==> config.mk <==
export PLATFORM = sky130hd
export DESIGN_NAME = qos_wrr
export DESIGN_NICKNAME = d
export VERILOG_FILES = /design/src/rtl/qos_wrr.sv
export SDC_FILE = /design/constraint.sdc
export NUM_CORES = 1
export LEC_CHECK = 0
export BUFFER_PORTS_ARGS = -buffer_cell sky130_fd_sc_hd__buf_2
export CELL_PAD_IN_SITES_DETAIL_PLACEMENT = 0
export CELL_PAD_IN_SITES_GLOBAL_PLACEMENT = 2
export CORE_AREA = 5 5 205 207
export DETAILED_ROUTE_END_ITERATION = 8
export DIE_AREA = 0 0 210 212
export PLACE_DENSITY = 0.73
export SYNTH_ARGS = -nofsm -noshare
export SYNTH_HDL_FRONTEND = slang
export SYNTH_SLANG_ARGS = --single-unit
==> constraint.sdc <==
create_clock -name clk -period 4.3 [get_ports clk]
set_input_delay 0.43 -clock clk [delete_from_list [all_inputs] [get_ports clk]]
set_output_delay 0.43 -clock clk [all_outputs]
set_load 0.02 [all_outputs]
==> src/rtl/qos_wrr.sv <==
// QoS buffer: one FIFO per virtual channel, drained by a weighted round-robin arbiter into a registered output.
// Latency: the head of a FIFO reaches out_data one edge after it is selected, so an empty system takes two edges from push to output.
// Backpressure: out_ready low holds the output word; a write to a full FIFO is dropped and flagged in error_full.
module qos_wrr #(
    parameter int NUM_VC      = 4,
    parameter int DATA_BITS   = 8,
    parameter int DEPTH       = 8,
    parameter int WEIGHT_BITS = 6
) (
    input  logic                          clk,
    input  logic                          rst,
    input  logic                          enb,
    input  logic                          in_valid,
    input  logic [$clog2(NUM_VC)-1:0]     in_vc,
    input  logic [DATA_BITS-1:0]          in_data,
    input  logic [$clog2(DEPTH):0]        umbral_max,
    input  logic [$clog2(DEPTH):0]        umbral_min,
    input  logic [NUM_VC*WEIGHT_BITS-1:0] pesos,
    input  logic                          out_ready,
    output logic                          out_valid,
    output logic [DATA_BITS-1:0]          out_data,
    output logic [$clog2(NUM_VC)-1:0]     out_vc,
    output logic [NUM_VC-1:0]             error_full,
    output logic [NUM_VC-1:0]             pausa,
    output logic [NUM_VC-1:0]             continuar,
    output logic                          idle
);
    localparam int VCW = $clog2(NUM_VC);
    localparam int AW  = $clog2(DEPTH);
    localparam int CW  = AW + 1;
    localparam logic [CW-1:0] FULL = CW'(DEPTH);

    logic [DATA_BITS-1:0]   mem [NUM_VC][DEPTH];
    logic [AW-1:0]          wr_ptr [NUM_VC];
    logic [AW-1:0]          rd_ptr [NUM_VC];
    logic [CW-1:0]          cnt [NUM_VC];
    logic [CW-1:0]          cnt_nxt [NUM_VC];
    logic [NUM_VC-1:0]      nonempty, push_v, pop_v, pausa_nxt;
    logic [VCW-1:0]         cur, sel, cand;
    logic [WEIGHT_BITS-1:0] cred, w_sel, cred_nxt;
    logic                   reload, pop_en, push_ok, drop;

    assign push_ok = enb && in_valid && (cnt[in_vc] != FULL);
    assign drop    = enb && in_valid && (cnt[in_vc] == FULL);
    assign pop_en  = enb && (!out_valid || out_ready) && (|nonempty);
    assign idle    = ~(|nonempty) & ~out_valid;

    // Stay on cur while it has credit; otherwise the first non-empty VC after cur wins,
    // with cur itself checked last. The descending loop leaves the nearest candidate in sel.
    always_comb begin
        sel    = cur;
        cand   = cur;
        reload = 1'b0;
        if (!(nonempty[cur] && cred != '0)) begin
            reload = 1'b1;
            for (int i = NUM_VC; i >= 1; i--) begin
                cand = cur + VCW'(i);
                if (nonempty[cand]) sel = cand;
            end
        end
        w_sel    = pesos[sel*WEIGHT_BITS +: WEIGHT_BITS];
        cred_nxt = reload ? ((w_sel == '0) ? '0 : w_sel - 1'b1) : cred - 1'b1;
    end

    always_comb begin
        for (int i = 0; i < NUM_VC; i++) begin
            nonempty[i]  = (cnt[i] != '0);
            push_v[i]    = push_ok && (in_vc == VCW'(i));
            pop_v[i]     = pop_en && (sel == VCW'(i));
            cnt_nxt[i]   = cnt[i] + CW'(push_v[i]) - CW'(pop_v[i]);
            pausa_nxt[i] = pausa[i];
            if (cnt_nxt[i] >= umbral_max)      pausa_nxt[i] = 1'b1;
            else if (cnt_nxt[i] <= umbral_min) pausa_nxt[i] = 1'b0;
        end
    end

    always_ff @(posedge clk) begin
        if (push_ok) mem[in_vc][wr_ptr[in_vc]] <= in_data;
    end

    always_ff @(posedge clk or posedge rst) begin
        if (rst) begin
            for (int i = 0; i < NUM_VC; i++) begin
                wr_ptr[i] <= '0;
                rd_ptr[i] <= '0;
                cnt[i]    <= '0;
            end
            cur        <= VCW'(NUM_VC - 1);
            cred       <= '0;
            out_valid  <= 1'b0;
            out_data   <= '0;
            out_vc     <= '0;
            error_full <= '0;
            pausa      <= '0;
            continuar  <= '0;
        end else begin
            continuar <= '0;
            if (enb) begin
                for (int i = 0; i < NUM_VC; i++) begin
                    if (push_v[i]) wr_ptr[i] <= wr_ptr[i] + 1'b1;
                    if (pop_v[i])  rd_ptr[i] <= rd_ptr[i] + 1'b1;
                    cnt[i] <= cnt_nxt[i];
                end
                pausa     <= pausa_nxt;
                continuar <= pausa & ~pausa_nxt;
                if (drop) error_full[in_vc] <= 1'b1;
                if (pop_en) begin
                    out_valid <= 1'b1;
                    out_data  <= mem[sel][rd_ptr[sel]];
                    out_vc    <= sel;
                    cur       <= sel;
                    cred      <= cred_nxt;
                end else if (out_ready) begin
                    out_valid <= 1'b0;
                end
            end
        end
    end
endmodule

==> summary.txt, run 1 <==
Run status
  • Status: finished, violations left
  • Failing checks: negative setup slack

Floorplan
  • Die width: about 210 um
  • Site Rows: 74
  • Die area: about 0.045 mm^2
  • Num ports: 71
  • Die H: 212 um
  • Core ar.: about 0.04 mm^2
  • Initial core utilization: 0.382

Placement
  • Pre-CTS setup slack: -0.0356 ns
  • Placed instance count: ~1900
  • Port bufs: 70
  • Gpl congestion: 0.834
  • Detailed Place HPWL: about 27000 um
  • Placed cell area: ~0.017 mm^2

Synth
  • Top_reg_cell synth: edfxtp_1
  • EDFF count, synth: ~260
  • Sequential area share after synthesis: 0.616
  • Share of flip-flops with an asynchronous set or reset: 0.217
  • Synthesized flop and latch total: roughly 330
  • Synthesized area: about 0.015 mm^2
  • Mean Syn Cell Area: 12.0 um^2
  • Syn_nets: about 1400
  • Netlist cell types: 73
  • Synth warn: 0
  • Post-Syn Instances: approximately 1300

Setup path
  • Setup CP Type: reg2reg
  • R2R cell count: 20
  • Startpoint types: flop
  • Crit Path Max Fanout: 4
  • R2R setup slack: -0.01 ns
  • Crit path from: cnt[11]
  • Reg2reg end: continuar[2]
  • Setup crit end kind: flop
  • Worst R2R Start: cnt[11]
  • CP endpoint: continuar[2]
  • Critical Path RT: between 4 and 5 ns
  • WP data arrival: 4.77 ns

CTS
  • Clk slew on worst S/H paths: ~0.06 ns
  • Cts bufs inserted: 37
  • CTS Buffer Depth: 3
  • H-tree levels: 2
  • CTS tree: yes
  • CTS root buf: clkbuf_16
  • Clock Latency Late Sink: roughly 0.53 ns
  • CTS sink cnt: about 330
  • Hold_buf cts: 0

STA
  • RSZ-0062 raised after global routing: true
  • Finish-stage setup viols: 2
  • Worst Tran Pin Value: approximately 0.92 ns
  • Final Skew: ~0.019 ns
  • WHS: 0.0205 ns
  • Period utilization: 1.00
  • Slew margin rel.: 0.382
  • Setup slack after layout: -0.0110 ns
  • Slew Viols, Final: 0
  • Fmax: 232 MHz
  • Hold Vio Cnt, Final: 0
  • Post-route minimum period: approximately 4.3 ns

Routing
  • DR pass1 iterations: 5
  • Detail Route Antenna Nets: 0
  • Wirelength, routed: approximately 41000 um
  • First DRT Iteration DRCs: between 700 and 800
  • Via-to-Cell Ratio: around 5.3
  • Routed wire length per instance: ~21 um
  • Vias: 10600
  • Drt drc: 0

Global route
  • Total global routing overflow: 0
  • Maximum number of pins on one net before global-route repair: 68
  • GRT Util Overall: 0.186
  • Vias in the first global route: ~11000
  • First-pass GRT wire length: 63900 um
  • Initial antenna violation count: 0

Final layout
  • Area grow syn2layout: 19.6%
  • Layout Nets: roughly 1500
  • Commonest non-fill, non-tap cell in the layout: edfxtp_1
  • Layout cell share with drive strength beyond 1: 0.229
  • Non-Filler Instances: a little under 2000
  • Design Area, Final: around 0.018 mm^2
  • Most frequent cells in the layout: 256 x edfxtp_1, 181 x nand2_1, 107 x nor3_1
  • ANT cells: 0

Power
  • Total power: 13700 uW
  • Peak supply drop: roughly 0.44 mV
  • Pwr Density: about 750 mW/mm^2
  • Leakage: just under 0.007 uW

Min path
  • Worst hold path type: in2async

Run
  • Max Cap Viol: 0
[final cells by class]
class	instances	area, um^2
clock buffer	48	998
clock inverter	18	91.3
fill	3786	21800
inverter	42	159
multi-input combinational	837	5760
sequential	327	9470
tap	532	666
timing repair buffer	181	1240
[power by group]
group	internal, uW	switching [uW]	total (uW)
clock	1640	1240	2880
sequential	3790	296	4090
combinational	2820	3940	6770
[Yosys cell counts, types with 24 or more instances]
cell type	number	area [um^2]
buf_2	30	150
clkbuf_1	35	131
dfrtp_1	69	1730
edfxtp_1	256	7690
ha_1	63	788
inv_1	41	154
nand2_1	183	687
nand3_1	74	370
nand4_1	24	150
nor2_1	55	206
nor3_1	109	546
o21ai_0	60	300
[worst max-delay path, stage by stage, from the launching register on]
cell and delay [ns]:
dfrtp_1 0.39, inv_2 0.09, ha_4 0.14, or4bb_4 0.47, a21oi_4 0.20, a211oi_4 0.08, or3_4 0.41, nand2_4 0.12
buf_4 0.13, nor2_4 0.04, ha_1 0.28, inv_1 0.06, ha_2 0.17, fa_1 0.44, ha_1 0.30, nor2b_1 0.13
o21a_1 0.16, o21a_1 0.16, o211ai_1 0.15, and4b_1 0.22, and2_1 0.12
[what timing repair did]
item,4_1_cts,5_1_grt
pin swaps,12,28
gates resized for setup,9,38
hold endpoints to repair,0,0
setup buffers,4,23
setup endpoints to repair,7,16
[sequential cells by signal, summed over array words and instances, names as in the netlist]
register,flops
continuar,4
error_full,4
wr_ptr,12
pausa,4
cnt,16
rd_ptr,12
mem,256
cred,6
out_data,8
out_vc,2
out_valid,1
cur,2
[layer usage]
metal | wire length (um) | track usage | vias up | share of wire
li1 | - | - | 5064 | -
met1 | 18600 | 0.255 | 5237 | 0.45
met2 | 19700 | 0.307 | 230 | 0.48
met3 | 1880 | 0.0289 | 73 | 0.045
met4 | 1240 | 0.0590 | 0 | 0.030
met5 | 0 | 0 | - | 0
[stage by stage]
step                utilization  setup TNS, ns
floorplan                     -        -0.0750
global placement          0.420              0
detailed placement        0.420        -0.0631
CTS                       0.449        -0.0679
global route              0.457          -1.10
finish                    0.457        -0.0181
[logic make-up after synthesis]
| logic type | share of synthesized area |
|---|---|
| buf+inv | 0.0322 |
| simple gates | 0.165 |
| xor+xnor | 0.0160 |
| compound gates | 0.0879 |
| fa+ha+maj | 0.0565 |
| mux | 0.0260 |
| flops | 0.616 |
[how the worst min path moves through the flow]
stage | start | to | slack (ns) | cells past startpoint
floorplan | wr_ptr[8] | wr_ptr[8] | 0.44 | 1
global placement | error_full[0] | error_full[0] | 0.45 | 1
detailed placement | error_full[2] | error_full[2] | 0.45 | 1
CTS | rst | error_full[3] | 0.03 | 2
global route | rst | error_full[2] | 0.07 | 2
finish | rst | error_full[3] | 0.02 | 2
No activity file was read; power rests on OpenSTA's default activity.
==> inputs of run 2 (changes only) <==
- CAP_MARGIN: unset -> 20
- MAX_ROUTING_LAYER: unset -> met4
==> summary.txt, run 2 (same netlist as run 1, synthesis figures left out) <==
Run
  • Max Cap Viol: 0 (unchanged)

CTS
  • Cts bufs inserted: 37 (unchanged)
  • H-tree levels: 2 (unchanged)
  • Clk slew on worst S/H paths: 0.06 ns (about the same)
  • CTS Buffer Depth: 3 (unchanged)
  • CTS root buf: clkbuf_16
  • CTS tree: yes
  • CTS sink cnt: 327 (unchanged)
  • Clock Latency Late Sink: 0.53 ns (about the same)
  • Hold_buf cts: 0 (unchanged)

Global route
  • GRT met3 Usage: 0.0274 (-0.00148)
  • Global routing usage on met2: 0.306 (-0.000670)
  • Total global routing overflow: 0 (unchanged)
  • First-pass GRT wire length: 64000 um (about the same)
  • GRT Util Overall: 0.191 (+0.00571)
  • Vias in the first global route: 10700 (-0.028%)
  • Maximum number of pins on one net before global-route repair: 68 (unchanged)
  • Initial antenna violation count: 1 (+1)
  • GRT Max-Usage Layer: met2
  • Met1 usage: 0.256 (+0.00145)

Floorplan
  • Initial core utilization: 0.382 (unchanged)
  • Die area: 0.0445 mm^2 (unchanged)
  • Site Rows: 74 (unchanged)
  • Die H: 212 um (unchanged)
  • Core ar.: 0.0402 mm^2 (unchanged)
  • Num ports: 71 (unchanged)
  • Die width: 210 um (unchanged)

Routing
  • Vias: 10600 (+0.18%)
  • Via-to-Cell Ratio: 5.35 (about the same)
  • Drt drc: 0 (unchanged)
  • Routed wire length per instance: 20.8 um (-0.22%)
  • Wirelength, routed: 41400 um (-0.12%)
  • First DRT Iteration DRCs: 761 (+0.40%)
  • DR pass1 iterations: 5 (unchanged)
  • Detail Route Antenna Nets: 0 (unchanged)

Power
  • Sequential Power Share: 0.298 (about the same)
  • Switch share: 0.398 (-0.000648)
  • Part of the power in the clock network: 0.209 (about the same)
  • Leakage: 0.00684 uW (+0.11%)
  • Total power: 13700 uW (about the same)
  • Psw: 5470 uW (-0.20%)
  • Comb pwr share: 0.493 (about the same)
  • Peak supply drop: 0.446 mV (+0.36%)
  • Internal power: 8260 uW (about the same)
  • Pwr Density: 746 mW/mm^2 (-0.12%)

Final layout
  • Most frequent cells in the layout: 256 x edfxtp_1, 181 x nand2_1, 107 x buf_4
  • Non-Filler Instances: 1987 (+0.10%)
  • Area grow syn2layout: 19.7% (about the same)
  • Layout Nets: 1541 (+0.065%)
  • Layout cell share with drive strength beyond 1: 0.230 (+0.00122)
  • Max FFs per register: 256 (unchanged)
  • Commonest non-fill, non-tap cell in the layout: edfxtp_1
  • Fill cell count: 3788 (+0.053%)

Setup path
  • Delay-heaviest family, CP: simple AND/OR/NAND/NOR gates
  • Setup crit end kind: flop
  • Critical Path RT: 4.76 ns (about the same)
  • WP data arrival: 4.77 ns (about the same)
  • Worst path buffer plus inverter count: 3 (unchanged)
  • Setup CP Type: reg2reg
  • Crit Path Max Fanout: 4 (unchanged)
  • Startpoint types: flop
  • Slowest-stage cell, CP: or4bb_4
  • Critical Path Max Stage Delay: 0.47 ns (about the same)
  • CP cell instances: inv_2 -> ha_4 -> or4bb_4 -> a21oi_4 -> a211oi_4 -> or3_4 -> nand2_4 -> buf_4 -> nor2_4 -> ha_1 -> inv_1 -> ha_2 -> fa_1 -> ha_1 -> nor2b_1 -> o21a_1 -> o21a_1 -> o211ai_1 -> and4b_1 -> and2_1

STA
  • Period utilization: 1.00 (about the same)
  • Hold Vio Cnt, Final: 0 (unchanged)
  • Slew margin rel.: 0.368 (-0.0142)
  • Final Skew: 0.0199 ns (+0.00107 ns)
  • Worst Tran Pin Value: 0.947 ns (+0.0274 ns)
  • Fmax: 232 MHz (about the same)
  • Finish-stage setup viols: 2 (unchanged)
  • RSZ-0062 raised after global routing: true
  • Setup slack after layout: -0.0145 ns (-0.00348 ns)
  • Slew Viols, Final: 0 (unchanged)
  • Post-route minimum period: 4.31 ns (+0.00348 ns)

Min path
  • Worst hold path type: in2async

Run status
  • Status: finished, violations left
  • Failing checks: negative setup slack

Placement
  • Gpl congestion: 0.847 (+1.5%)
  • Placed instance count: 1892 (unchanged)
  • Port bufs: 70 (unchanged)
  • Detailed Place HPWL: 27000 um (unchanged)
[run 2: cell types whose count changed in the layout (fill, tap and decap cells not counted)]
| cell | previous run | this run |
|---|---|---|
| nor3_1 | 107 | 106 |
| nor3_2 | 1 | 2 |
| buf_4 | 106 | 107 |
| diode_2 | 0 | 1 |
[run 2: final cells by class]
cell class / count / area [um^2] / area share
diodes: 1 / 2.50 / 0.000136
flip-flops and latches: 327 / 9470 / 0.515
well taps: 532 / 666 / 0.0362
clock inverters: 18 / 91.3 / 0.00497
repair buffers: 182 / 1240 / 0.0677
clock buffers: 48 / 998 / 0.0543
multi-input cells: 837 / 5760 / 0.313
inverters: 42 / 159 / 0.00864
[run 2: stage by stage]
stage	hold WS (ns)	area [um^2]	worst slack [ns]	TNS, ns	utilization
after global placement	0.449	16900	0.0329	0	0.420
after detailed placement	0.446	16900	-0.0356	-0.0631	0.420
final	0.0183	18400	-0.0145	-0.0287	0.458
after global routing	0.0732	18400	-0.187	-1.11	0.458
after CTS	0.0285	18000	-0.0265	-0.0679	0.449
after floorplan	0.440	15600	-0.0267	-0.0750	-
[run 2: worst paths after layout]
kind | cells after the start | slack, ns | end | from
max | 20 | -0.01 | continuar[2] | cnt[11]
min | 2 | 0.02 | error_full[3] | rst
max reg2reg | 20 | -0.01 | continuar[2] | cnt[11]
min reg2reg | 1 | 0.47 | error_full[2] | error_full[2]
max in group asynchronous | 3 | 3.29 | cur[1] | rst
min in group clk | 3 | 0.22 | out_valid | out_ready
[run 2: what timing repair did]
action | 4_1_cts | 5_1_grt
hold endpoints to repair | 0 | 0
resized for setup | 9 | 39
endpoints found under the setup margin | 7 | 16
buffers inserted | 4 | 24
pin swaps | 12 | 28
[run 2: power by group through the flow]
stage | clock network, uW | registers (uW) | logic, uW
2_1_floorplan | 0 | 4170 | 4080
3_3_place_gp | 0 | 4130 | 6420
3_5_place_dp | 0 | 4140 | 6450
4_1_cts | 2950 | 4080 | 6520
5_1_grt | 3070 | 4140 | 7480
6_report | 2870 | 4090 | 6770
[run 2: metal layers]
| metal | vias up | share of wire |
|---|---|---|
| li1 | 5063 | - |
| met1 | 5247 | 0.45 |
| met2 | 241 | 0.48 |
| met3 | 72 | 0.043 |
| met4 | 0 | 0.030 |
| met5 | - | 0 |
==> inputs of run 3 (changes only) <==
- SETUP_SLACK_MARGIN: unset -> 0.2
==> summary.txt, run 3 (same netlist as run 1, synthesis figures left out) <==
Run status
  • Status: finished, violations left
  • Failing checks: negative setup slack

Global route
  • Vias in the first global route: 10400 (-2.6%)
  • Maximum number of pins on one net before global-route repair: 86 (+26%)
  • Initial antenna violation count: 2 (+1)
  • First-pass GRT wire length: 64700 um (+1.1%)
  • GRT Util Overall: 0.195 (+0.00397)
  • Total global routing overflow: 0 (unchanged)

Setup path
  • Startpoint types: flop
  • R2R cell count: 21 (+5.0%)
  • Crit Path Max Fanout: 4 (unchanged)
  • Slowest-stage cell, CP: fa_1
  • Worst path depth: 21 (+5.0%)
  • Critical Path Max Stage Delay: 0.44 ns (-0.03 ns)
  • Setup crit end kind: flop
  • Delay-heaviest family, CP: simple AND/OR/NAND/NOR gates
  • WP data arrival: 4.79 ns (+0.02 ns)
  • CP endpoint: continuar[1]
  • Critical Path Most Common Cell: ha_4
  • Crit path from: cnt[6]
  • Reg2reg end: continuar[1]
  • Critical Path RT: 4.79 ns (+0.03 ns)
  • CP cell instances: inv_2 -> ha_4 -> or3b_4 -> mux2i_4 -> a211oi_4 -> or3_4 -> nand2_4 -> buf_6 -> nand2_4 -> nor2_4 -> ha_4 -> inv_2 -> ha_4 -> fa_1 -> ha_1 -> nor2b_1 -> o21a_1 -> o21a_1 -> o211ai_1 -> and4b_1 -> and2_1
  • Worst R2R Start: cnt[6]
  • R2R setup slack: -0.002 ns (about the same)
  • Setup CP Type: reg2reg
  • Worst path buffer plus inverter count: 3 (unchanged)

CTS
  • CTS tree: yes
  • Clk slew on worst S/H paths: 0.06 ns (about the same)
  • CTS root buf: clkbuf_16
  • CTS Buffer Depth: 3 (unchanged)
  • H-tree levels: 2 (unchanged)
  • Clock Latency Late Sink: 0.57 ns (+0.04 ns)
  • Cts bufs inserted: 39 (+5.4%)
  • Hold_buf cts: 0 (unchanged)
  • CTS sink cnt: 327 (unchanged)

Routing
  • Vias: 10700 (+0.64%)
  • Wirelength, routed: 42600 um (+2.9%)
  • First DRT Iteration DRCs: 701 (-7.9%)
  • DR pass1 iterations: 5 (unchanged)
  • Via-to-Cell Ratio: 5.30 (-0.91%)
  • Detail Route Antenna Nets: 0 (unchanged)
  • Routed wire length per instance: 21.1 um (+1.3%)
  • Drt drc: 0 (unchanged)

Final layout
  • Max FFs per register: 256 (unchanged)
  • Layout Nets: 1569 (+1.8%)
  • Final Core Density: 0.465 (+0.00744)
  • Commonest non-fill, non-tap cell in the layout: edfxtp_1
  • Layout cell share with drive strength beyond 1: 0.243 (+0.0122)
  • Area grow syn2layout: 21.6%
  • Non-Filler Instances: 2018 (+1.6%)
  • Design Area, Final: 0.0187 mm^2 (+1.6%)
  • Most frequent cells in the layout: 256 x edfxtp_1, 181 x nand2_1, 131 x buf_4

STA
  • Worst Tran Pin Value: 0.946 ns (-0.00131 ns)
  • Sum of negative setup slack: -0.00230 ns (+0.0264 ns)
  • WHS: 0.0351 ns (+0.0167 ns)
  • Post-route minimum period: 4.30 ns (-0.0122 ns)
  • Setup slack after layout: -0.00230 ns (+0.0122 ns)
  • Fmax: 232 MHz (+0.28%)
  • RSZ-0062 raised after global routing: true
  • Slew margin rel.: 0.366 (-0.00233)
  • Finish-stage setup viols: 1 (-1)
  • Period utilization: 1.00 (-0.00283)
  • Final Skew: 0.0291 ns (+0.00923 ns)
  • Hold Vio Cnt, Final: 0 (unchanged)
  • Slew Viols, Final: 0 (unchanged)

Floorplan
  • Die area: 0.0445 mm^2 (unchanged)
  • Core ar.: 0.0402 mm^2 (unchanged)
  • Die H: 212 um (unchanged)
  • Site Rows: 74 (unchanged)
  • Die width: 210 um (unchanged)
  • Num ports: 71 (unchanged)
  • Initial core utilization: 0.382 (unchanged)

Placement
  • Placed cell area: 0.0170 mm^2 (+0.95%)
  • Port bufs: 70 (unchanged)
  • Detailed Place HPWL: 26900 um (-0.26%)
  • Placed instance count: 1916 (+1.3%)
  • Gpl congestion: 0.816 (-3.6%)

Power
  • Leakage: 0.00703 uW (+2.7%)
  • Peak supply drop: 0.479 mV (+7.3%)
  • Pwr Density: 757 mW/mm^2 (+1.4%)

Min path
  • Worst hold path type: in2async

Run
  • Max Cap Viol: 0 (unchanged)
==> run 3: changes by cell type in the layout (fill, tap and decap cells not counted), sizes merged <==
cell	delta
bufinv	+2
clkinv	-6
clkbuf	+5
diode	+1
inv	+3
buf	+26
==> run 3: worst min-delay path by stage <==
stage | from | end | slack (ns) | depth (start not counted)
5_1_grt | rst | out_data[7] | 0.08 | 2
3_3_place_gp | wr_ptr[8] | wr_ptr[8] | 0.45 | 1
2_1_floorplan | wr_ptr[8] | wr_ptr[8] | 0.44 | 1
4_1_cts | rst | out_data[7] | 0.04 | 2
3_5_place_dp | error_full[0] | error_full[0] | 0.45 | 1
6_report | rst | out_data[7] | 0.04 | 2
==> run 3: area by class of cell <==
type / count / area [um^2]
Fill cell: 3725 / 21500
Antenna cell: 2 / 5.00
Sequential cell: 327 / 9470
Multi-Input combinational cell: 837 / 5720
Tap cell: 532 / 666
Clock inverter: 17 / 166
Timing Repair Buffer: 208 / 1440
Clock buffer: 53 / 1070
Inverter: 42 / 159
==> run 3: metrics by stage <==
| stage | total power [uW] | setup slack, ns |
|---|---|---|
| 2_1_floorplan | 8260 | -0.0267 |
| 3_3_place_gp | 10600 | -0.0437 |
| 3_5_place_dp | 10700 | -0.0875 |
| 4_1_cts | 14100 | 0.00201 |
| 5_1_grt | 15100 | -0.184 |
| 6_report | 14100 | -0.00230 |
==> run 3: what timing repair did <==
action	4_1_cts	5_1_grt
pin swaps	13	21
endpoints found under the setup margin	22	20
buffers inserted	16	14
resized for setup	18	24
==> run 3: layer usage <==
layer,share of wire,global-route usage
met3,0.041,0.0279
met2,0.48,0.311
met1,0.46,0.267
met4,0.017,0.0502
met5,0,-
==> run 3: worst reg2reg max path: cells and delay by family (launching register included) <==
| family | cells | cell delay [ns] |
|---|---|---|
| fa+ha+maj | 5 | 1.23 |
| buf+inv | 3 | 0.26 |
| simple gates | 8 | 1.57 |
| flops | 1 | 0.39 |
| compound gates | 4 | 0.57 |
| mux | 1 | 0.21 |
==> run 3: power breakdown <==
part / internal [uW] / total, uW / switching [uW]
clock: 1880 / 3190 / 1310
sequential: 3790 / 4080 / 288
combinational: 2880 / 6880 / 4000
